`config.mk`:
```
export PLATFORM = sky130hd
export DESIGN_NAME = multi_button_conditioner
export DESIGN_NICKNAME = d
export VERILOG_FILES = /design/src/rtl/button_pkg.sv /design/src/rtl/button_channel.sv /design/src/rtl/multi_button_conditioner.sv
export SDC_FILE = /design/constraint.sdc
export NUM_CORES = 1
export LEC_CHECK = 0
export ABC_CLOCK_PERIOD_IN_PS = 3680
export BUFFER_PORTS_ARGS = -buffer_cell sky130_fd_sc_hd__buf_4
export CAP_MARGIN = 20
export CORE_MARGIN = 2
export CORE_UTILIZATION = 55
export CTS_CLUSTER_DIAMETER = 120
export DETAILED_ROUTE_END_ITERATION = 10
export GPL_ROUTABILITY_DRIVEN = 0
export GPL_TIMING_DRIVEN = 0
export PLACE_DENSITY = 0.71
export SYNTH_ARGS = -nofsm -noshare
export SYNTH_HDL_FRONTEND = slang
export SYNTH_SLANG_ARGS = --single-unit
```
`constraint.sdc`:
```
create_clock -name clk -period 3.68 [get_ports clk]
set_clock_uncertainty 0.2 [all_clocks]
set_input_delay 0.552 -clock clk [delete_from_list [all_inputs] [get_ports clk]]
set_output_delay 0.552 -clock clk [all_outputs]
set_load 0.02 [all_outputs]
```
`src/rtl/button_pkg.sv`:
```
// Shared types and constants for the multi-channel button conditioner.
// Timing defaults assume a 50 MHz system clock.
package button_pkg;

    typedef enum logic [1:0] {
        IDLE     = 2'd0,
        PRESS_DB = 2'd1,
        HELD     = 2'd2,
        REL_DB   = 2'd3
    } btn_state_e;

    // 10 ms debounce, 90 ms lockout, 500 ms first repeat, 100 ms repeat
    localparam int DEBOUNCE = 500000;
    localparam int LOCKOUT  = 4500000;
    localparam int REPEAT   = 25000000;
    localparam int REPEAT_P = 5000000;

    localparam int CH_COIN  = 0;
    localparam int CH_START = 1;
    localparam int CH_FIRE  = 2;
    localparam int CH_MOVE  = 3;

    function automatic int maxInt(int a, int b);
        return (a > b) ? a : b;
    endfunction

    // True when an unsigned counter of the given width can reach value
    function automatic bit cntFits(int width, int value);
        longint unsigned lim;
        if (width >= 63) return 1'b1;
        lim = 64'd1 << width;
        return longint'(value) < longint'(lim);
    endfunction

endpackage

```
`src/rtl/button_channel.sv`:
```
// One button channel: 2-flop synchroniser, debounce/lockout FSM.
// Optional auto-repeat press pulses when AUTO_REPEAT_EN is defined.
module button_channel
    import button_pkg::*;
#(
    parameter int ACTIVE_LOW      = 1,
    parameter int DEBOUNCE_CYCLES = 4,
    parameter int LOCKOUT_CYCLES  = 10,
`ifdef AUTO_REPEAT_EN
    parameter int REPEAT_DELAY    = 25000000,
    parameter int REPEAT_PERIOD   = 5000000,
`endif
    parameter int CNT_W           = 32
) (
    input  logic clk,
    input  logic reset,
    input  logic btnPin,
    output logic level,
    output logic pressPulse,
    output logic releasePulse,
    output logic busy
);

    localparam logic             RELEASED  = (ACTIVE_LOW != 0);
    localparam logic [CNT_W-1:0] CNT_ONE   = CNT_W'(1);
    localparam logic [CNT_W-1:0] DB_END    = CNT_W'(DEBOUNCE_CYCLES);
    localparam logic [CNT_W-1:0] LOCK_END  = CNT_W'(LOCKOUT_CYCLES);
    // cnt is compared before its increment lands, hence the minus one
    localparam logic [CNT_W-1:0] LOCK_LAST = CNT_W'(LOCKOUT_CYCLES - 1);

    logic             syncA;
    logic             syncB;
    logic             pressed;
    btn_state_e       state;
    logic [CNT_W-1:0] cnt;
    logic [CNT_W-1:0] rcnt;

`ifdef AUTO_REPEAT_EN
    localparam logic [CNT_W-1:0] RPT_FIRST = CNT_W'(REPEAT_DELAY);
    localparam logic [CNT_W-1:0] RPT_NEXT  = CNT_W'(REPEAT_PERIOD);

    logic [CNT_W-1:0] rptCnt;
    logic             rptArmed;
    logic [CNT_W-1:0] rptTarget;

    assign rptTarget = rptArmed ? RPT_NEXT : RPT_FIRST;
`endif

    // Bring the raw pin into the clock domain, idling at the released level
    always_ff @(posedge clk) begin
        if (reset) begin
            syncA <= RELEASED;
            syncB <= RELEASED;
        end else begin
            syncA <= btnPin;
            syncB <= syncA;
        end
    end

    assign pressed = syncB ^ RELEASED;

    // Debounce, lockout and pulse generation for this channel
    always_ff @(posedge clk) begin
        if (reset) begin
            state        <= IDLE;
            cnt          <= '0;
            rcnt         <= '0;
            level        <= 1'b0;
            pressPulse   <= 1'b0;
            releasePulse <= 1'b0;
            busy         <= 1'b0;
`ifdef AUTO_REPEAT_EN
            rptCnt       <= '0;
            rptArmed     <= 1'b0;
`endif
        end else begin
            pressPulse   <= 1'b0;
            releasePulse <= 1'b0;
            unique case (state)
                IDLE: begin
                    if (pressed) begin
                        state <= PRESS_DB;
                        cnt   <= CNT_ONE;
                        busy  <= 1'b1;
                    end
                end
                PRESS_DB: begin
                    if (!pressed) begin
                        state <= IDLE;
                        cnt   <= '0;
                        busy  <= 1'b0;
                    end else if (cnt == DB_END) begin
                        state      <= HELD;
                        cnt        <= '0;
                        pressPulse <= 1'b1;
                        level      <= 1'b1;
`ifdef AUTO_REPEAT_EN
                        rptCnt     <= '0;
                        rptArmed   <= 1'b0;
`endif
                    end else begin
                        cnt <= cnt + CNT_ONE;
                    end
                end
                HELD: begin
                    if (cnt != LOCK_END) begin
                        cnt <= cnt + CNT_ONE;
                    end
                    if (!pressed && cnt >= LOCK_LAST) begin
                        state <= REL_DB;
                        rcnt  <= CNT_ONE;
                    end
`ifdef AUTO_REPEAT_EN
                    if (pressed) begin
                        if (rptCnt + CNT_ONE == rptTarget) begin
                            pressPulse <= 1'b1;
                            rptCnt     <= '0;
                            rptArmed   <= 1'b1;
                        end else begin
                            rptCnt <= rptCnt + CNT_ONE;
                        end
                    end
`endif
                end
                REL_DB: begin
                    if (pressed) begin
                        state <= HELD;
                        rcnt  <= '0;
`ifdef AUTO_REPEAT_EN
                        rptCnt <= '0;
`endif
                    end else if (rcnt == DB_END) begin
                        state        <= IDLE;
                        rcnt         <= '0;
                        cnt          <= '0;
                        level        <= 1'b0;
                        releasePulse <= 1'b1;
                        busy         <= 1'b0;
                    end else begin
                        rcnt <= rcnt + CNT_ONE;
                    end
                end
            endcase
        end
    end

endmodule

```
`src/rtl/multi_button_conditioner.sv`:
```
// N-channel push-button conditioner built from independent channels.
// Define AUTO_REPEAT_EN to enable held-button auto-repeat press pulses.
module multi_button_conditioner
    import button_pkg::*;
#(
    parameter int NUM_CH          = 4,
    parameter int ACTIVE_LOW      = 1,
    parameter int DEBOUNCE_CYCLES = DEBOUNCE,
    parameter int LOCKOUT_CYCLES  = LOCKOUT,
    parameter int CNT_W           = 32,
    parameter int REPEAT_DELAY    = REPEAT,
    parameter int REPEAT_PERIOD   = REPEAT_P
) (
    input  logic              clk,
    input  logic              reset,
    input  logic [NUM_CH-1:0] i_btn,
    output logic [NUM_CH-1:0] o_level,
    output logic [NUM_CH-1:0] o_press,
    output logic [NUM_CH-1:0] o_release,
    output logic              o_any_press,
    output logic              o_busy
);

`ifdef AUTO_REPEAT_EN
    localparam int CNT_NEED =
        maxInt(maxInt(DEBOUNCE_CYCLES, LOCKOUT_CYCLES), REPEAT_DELAY);
`else
    localparam int CNT_NEED = maxInt(DEBOUNCE_CYCLES, LOCKOUT_CYCLES);
`endif

    // A counter that could wrap would silently break every timing rule
    if (!cntFits(CNT_W, CNT_NEED)) begin : gCntWidthErr
        $error("CNT_W too small for the configured cycle counts");
    end

    if (DEBOUNCE_CYCLES < 1 || LOCKOUT_CYCLES < 1 ||
        REPEAT_PERIOD < 1 || REPEAT_DELAY < LOCKOUT_CYCLES) begin : gParamErr
        $error("illegal timing parameters");
    end

    logic [NUM_CH-1:0] chBusy;

    for (genvar ch = 0; ch < NUM_CH; ch++) begin : gCh
        button_channel #(
            .ACTIVE_LOW      (ACTIVE_LOW),
            .DEBOUNCE_CYCLES (DEBOUNCE_CYCLES),
            .LOCKOUT_CYCLES  (LOCKOUT_CYCLES),
`ifdef AUTO_REPEAT_EN
            .REPEAT_DELAY    (REPEAT_DELAY),
            .REPEAT_PERIOD   (REPEAT_PERIOD),
`endif
            .CNT_W           (CNT_W)
        ) uChannel (
            .clk          (clk),
            .reset        (reset),
            .btnPin       (i_btn[ch]),
            .level        (o_level[ch]),
            .pressPulse   (o_press[ch]),
            .releasePulse (o_release[ch]),
            .busy         (chBusy[ch])
        );
    end

    assign o_any_press = |o_press;
    assign o_busy      = |chBusy;

endmodule

```
After elaboration in Yosys (flattened, before gate mapping) --
Cells that the tools add are included. W data, S select, Z words.
Storage, ports and cells: flip-flop bits (word level) 288, output and inout bits 14, logic and storage cells 286
Cells by class: add/subtract/negate cells 8, muxes and demuxes 112, eq/ne operators 64, order comparisons 4, bitwise logic cells 12, reduce and logical (&&, ||, !) cells 50
Operator list (number):
- $mux W32 | 36
- $pmux W32 S4 | 4
- $add A32 B1 Y32 const B | 8
- $eq A32 B19 Y1 const B | 8
- $pmux W32 S2 | 4
- $ge A32 B23 Y1 const B | 4
- $ne A32 B23 Y1 const B | 4
- $mux W2 | 24
- $ne A2 B1 Y1 const B | 24
- $reduce_and A5 Y1 | 8
- $mux W1 | 32
- $pmux W2 S4 | 4
- $reduce_and A4 Y1 | 8
- $reduce_or A3 Y1 | 8
- $eq A2 B2 Y1 const B | 8
- $ne A2 B2 Y1 const B | 8
- $reduce_bool A2 Y1 | 8
- $ne A3 B1 Y1 const B | 4
- $ne A3 B3 Y1 const B | 4
- $not A1 Y1 | 12
- $pmux W1 S3 | 4
- $reduce_bool A3 Y1 | 4
- $eq A2 B1 Y1 const B | 4
- $logic_not A2 Y1 | 4
- 4 further kinds | 14

Depth between registers and ports, before layout --
depth in word-level cells 4, mapped depth 10, depth with buffers taken out 8

By module --
Synthesis repeated with hierarchy kept, for this count alone.
Second synthesis, totals: cell total of the unflattened synthesis 2020, area total of the unflattened synthesis 15936.5 um^2
By module, submodules not included:
- button_channel at gCh[0].uChannel ... | area an instance 3907.5 um^2, seq. area each 1441.4 um^2, cells an instance 497, instances 2
- button_channel at gCh[1].uChannel | area an instance 4060.1 um^2, seq. area each 1441.4 um^2, cells an instance 518, instances 1
- button_channel at gCh[3].uChannel | area an instance 4046.4 um^2, seq. area each 1441.4 um^2, cells an instance 506, instances 1
- multi_button_conditioner | area an instance 15.0 um^2, seq. area each 0.0 um^2, cells an instance 2, instances 1

Worst setup path before layout --
OpenSTA, ideal clock, no wires.
path kind register to register, start point reg gCh[1].uChannel.cnt[0], end point reg gCh[1].uChannel.rcnt[18], cell stages (with the launch flop) 10, arrival 2.628 ns, setup time 0.130 ns, period minus slack after synthesis 2.958 ns, path slack 0.722 ns, path buffers 2, cell sequence dfxtp_1 > ha_1 > nand4_1 > or4_1 > nor4_1 > o31ai_1 > clkbuf_1 > o21ai_1 > buf_2 > a21oi_1
Between the ends: longest elaborated chain between the ends 4
Ends and longest elaborated chain:
- start, declared | line button_channel.sv:35 | logic [CNT_W-1:0] cnt;
- start signal, assigned | line button_channel.sv:102 | cnt <= cnt + CNT_ONE;
- start signal, assigned | line button_channel.sv:107 | cnt <= cnt + CNT_ONE;
- $ge A32 B23 Y1 | line button_channel.sv:109 | if (!pressed && cnt >= LOCK_LAST) begin
- $logic_and A1 B1 Y1 | line button_channel.sv:109
- $ne A2 B1 Y1 (no source line)
- $reduce_and A2 Y1 (no source line)
- end signal, assigned | line button_channel.sv:140 | rcnt <= rcnt + CNT_ONE;
- end, declared | line button_channel.sv:36 | logic [CNT_W-1:0] rcnt;
Every way passes these cells. A chain may end at the register's enable or synchronous reset.

Worst setup path after layout --
start point reg gCh[3].uChannel.cnt[1], end point reg gCh[3].uChannel.rcnt[9]
Between the ends: longest elaborated chain between the ends 4
Ends and longest elaborated chain (line):
- start, declared | button_channel.sv:35
- start signal, assigned | button_channel.sv:102
- start signal, assigned | button_channel.sv:107
- $ge A32 B23 Y1 | button_channel.sv:109
- $logic_and A1 B1 Y1 | button_channel.sv:109
- $ne A2 B1 Y1 (no source line)
- $reduce_and A2 Y1 (no source line)
- end signal, assigned | button_channel.sv:140
- end, declared | button_channel.sv:36
Every way passes these cells.

==> results.tsv <==
stage	metric	value	unit
layout	Non-Filler Instances	2448	
status	status	complete, no violations	
logic_synthesis	YS warnings	0	
cts	root buf cell	clkbuf_16	
cts	CTS tree	built	
critical_path	Stages on worst setup path	10	
detailed_routing	DRT iter0 DRCs	1571	
power	Cell Pwr Density	392	nW/um2
logic_synthesis	Async SR Flop Fraction	0	
critical_path	Slowest Stage Delay on Critical Path	0.47	ns
layout	Nets	2062	
logic_synthesis	#FFs+latches synth	288	
cts	clk slew on worst S/H paths	0.06	ns
cts	maximum root-to-sink buffer count	3	
job	max cap viols	0	
detailed_routing	first drt pass iteration count	5	
die	Initial Util	0.555	
placed_design	I/O Buffers	18	
cts	clock tree sinks	288	
die	die height	173	um
layout	area delta synth->final	11.7	%
critical_path	CP cell instances	ha_1, and4_1, clkbuf_1, o21ai_0, a2111o_1, a31o_2, clkbuf_1, o21ai_0, clkbuf_1, a21oi_1	
critical_path	Top cell by count, worst path	clkbuf_1	
timing	unrepaired setup endpoints after global routing	yes	
critical_path	CP Launch Type	register	
grt	Total GRT Usage	0.288	
logic_synthesis	ys flop type	dfxtp_1	
grt	largest net degree at the start of global routing	14	
cts	CTS H-tree lvls	2	
logic_synthesis	cell taking the most area after synthesis	dfxtp_1	
detailed_routing	DR vias/cell	6.54	
min_path	Hold Crit Depth	2	
detailed_routing	Vias	16000	
logic_synthesis	Synth top area share	0.365	
layout	post-route design area	17600	um2
critical_path	crit path max fanout	10	
critical_path	Worst Path Required	3.86	ns
power	Leak	0.00527	uW
timing	Slew @ Worst Pin	1.06	ns
grt	vias in the first global route	14800	
logic_synthesis	Post-synth EDFFs	0	
critical_path	WP data arrival	3.82	ns
critical_path	CP Capture Type	register	
die	Core Rows	62	
placed_design	Detail Placement HPWL	30500	um
logic_synthesis	Netlist Area Pre-Place	15800	um2
placed_design	DP Cell Count	2386	
critical_path	cell family with most CP delay	compound AO/OA/AOI/OAI gates	
timing	final hold slack	0.0231	ns
critical_path	CP max-delay cell	a2111o_1	
detailed_routing	drt wl/cell	18.1	um
cts	setup bufs post-CTS	0	
power	Power Total	6910	uW
timing	Final Cycle Share	0.988	
min_path	HP Class	primary input to register	
cts	clock insertion delay at the later pin of the skew report	0.52	ns
die	die area	30100	um2
detailed_routing	DRC Markers	0	
detailed_routing	antenna viol nets, final	0	
logic_synthesis	Distinct cells, synth	81	
die	# IOs	20	
timing	final hold viol count	0	
grt	gr ovfl total	0	
logic_synthesis	Syn Nets	2004	
timing	max-slew violations	0	
detailed_routing	Post-Route WL	44200	um
layout	fraction of layout cells with a size suffix above 1	0.0688	
grt	initial antenna violation count	0	
placed_design	Area after DPL	16400	um2
timing	fmax	275	MHz
timing	final setup vio count	0	
die	Die X	173	um
critical_path	Buf/Inv on CP	3	
logic_synthesis	Post-Synthesis Cells	1982	
timing	fin crit period	3.63	ns
logic_synthesis	synth top area cells	dfxtp_1 (37%), a21oi_1 (5.9%), or4_1 (4.9%), o31ai_1 (4.8%), nand2_1 (4.0%)	
logic_synthesis	syn avg cell area	7.97	um2
logic_synthesis	sequential area share after synthesis	0.365	
power	Peak VDD IR	0.371	mV
critical_path	worst reg2reg path depth	10	
die	CORE AREA	28500	um2
layout	# diodes	0	
grt	first-pass GRT wire length	73700	um
layout	fill cell count	2576	
timing	Slew HR	0.284	
cts	CTS buffer count	35	
critical_path	Setup Crit Path Kind	register to register	
==> registers in the layout, indices dropped and copies added (netlist names), named ones only <==
register	cells
gCh.uChannel.state	4
gCh.uChannel.cnt	128
gCh.uChannel.syncB	4
gCh.uChannel.busy	4
gCh.uChannel.level	4
gCh.uChannel.pressPulse	4
gCh.uChannel.syncA	4
gCh.uChannel.rcnt	128
gCh.uChannel.releasePulse	4
==> what timing repair did <==
| action | CTS | global route |
|---|---|---|
| hold endpoints to repair | 0 | 0 |
| endpoints found under the setup margin | 11 | 88 |
| hold buffers | 0 | 0 |
| gates resized for setup | 2 | 13 |
==> layout make-up <==
cell class,count,area (um2),area share
multi-input cells,1512,9320,0.528
flip-flops and latches,288,5770,0.327
clock buffers,48,1020,0.0577
plain buffers,123,534,0.0303
well taps,384,480,0.0272
inverters,59,221,0.0126
clock inverters,13,155,0.00880
repair buffers,21,149,0.00844
==> synthesized netlist by cell type, types with 12 or more instances <==
cell type and count:
nand4_1 67, nor3_1 61, a211oi_1 14, clkbuf_1 97, or2_2 15, ha_1 16
a31oi_1 22, nand2_1 170, xnor2_1 25, buf_4 12, nor4_1 45, nor3b_1 12
or3_1 53, and2_1 19, or4_1 104, o31ai_1 102, nor4b_1 22, a21oi_1 186
o211ai_1 19, and4_1 24, dfxtp_1 288, and3_1 36, inv_1 59, nor2_1 125
nand3_1 99, a311oi_1 22, xor2_1 20, o21ai_0 78
==> worst register-to-register path, stage by stage, from the launching register on <==
cell      delay [ns]
dfxtp_1         0.43
ha_1            0.22
and4_1          0.22
clkbuf_1        0.37
o21ai_0         0.20
a2111o_1        0.47
a31o_2          0.23
clkbuf_1        0.25
o21ai_0         0.36
clkbuf_1        0.46
a21oi_1         0.09
==> final timing paths <==
kind,start,end,slack [ns]
max,gCh[3].uChannel.cnt[1]$_SDFFE_PP0P_,gCh[3].uChannel.rcnt[9]$_SDFFE_PP0P_,0.05
min,i_btn[0],gCh[0].uChannel.syncA$_SDFF_PP1_,0.02
max reg2reg,gCh[3].uChannel.cnt[1]$_SDFFE_PP0P_,gCh[3].uChannel.rcnt[9]$_SDFFE_PP0P_,0.05
min reg2reg,gCh[0].uChannel.syncA$_SDFF_PP1_,gCh[0].uChannel.syncB$_SDFF_PP1_,0.20
==> stage by stage <==
step	util	TNS (ns)	setup WS (ns)
global route	0.620	-2.66	-0.152
finish	0.620	0	0.0453
global placement	0.576	-2.34	-0.233
CTS	0.618	0	0.0160
floorplan	-	0	0.722
detailed placement	0.577	-1.96	-0.208
==> layer usage <==
metal  share of wire  GRT usage  wire length [um]
met1            0.46      0.404             20200
met2            0.45      0.457             20100
met3           0.061     0.0379              2690
met5               0          0                 0
met4           0.027     0.0992              1180
==> kinds of logic after synthesis <==
family,after synthesis,synth area share
and+or+nand+nor,897,0.318
AOI/OAI and AO/OA,544,0.225
DFF,288,0.365
buffers and inverters,182,0.0476
xor gates and xnor gates,45,0.0250
adders and majority gates,16,0.0127
muxes,10,0.00697
==> report_power, final <==
part	leakage [uW]	total (uW)	internal (uW)	switching [uW]
sequential	0.00232	3140	3130	11.8
combinational	0.00238	242	57.9	184
clock	0.000570	3520	2150	1380
==> placed cells by master (no fill, tap or decap), types with 36 or more instances in the layout <==
master | netlist | final
dfxtp_1 | 288 | 288
a21oi_1 | 186 | 185
nand2_1 | 170 | 170
nor2_1 | 125 | 125
or4_1 | 104 | 104
clkbuf_1 | 97 | 100
o31ai_1 | 102 | 100
nand3_1 | 99 | 99
o21ai_0 | 78 | 78
nand4_1 | 67 | 67
nor3_1 | 61 | 61
inv_1 | 59 | 59
or3_1 | 53 | 53
nor4_1 | 45 | 44
clkbuf_16 | 0 | 37
and3_1 | 36 | 36
No activity file was read; power rests on OpenSTA's default activity.
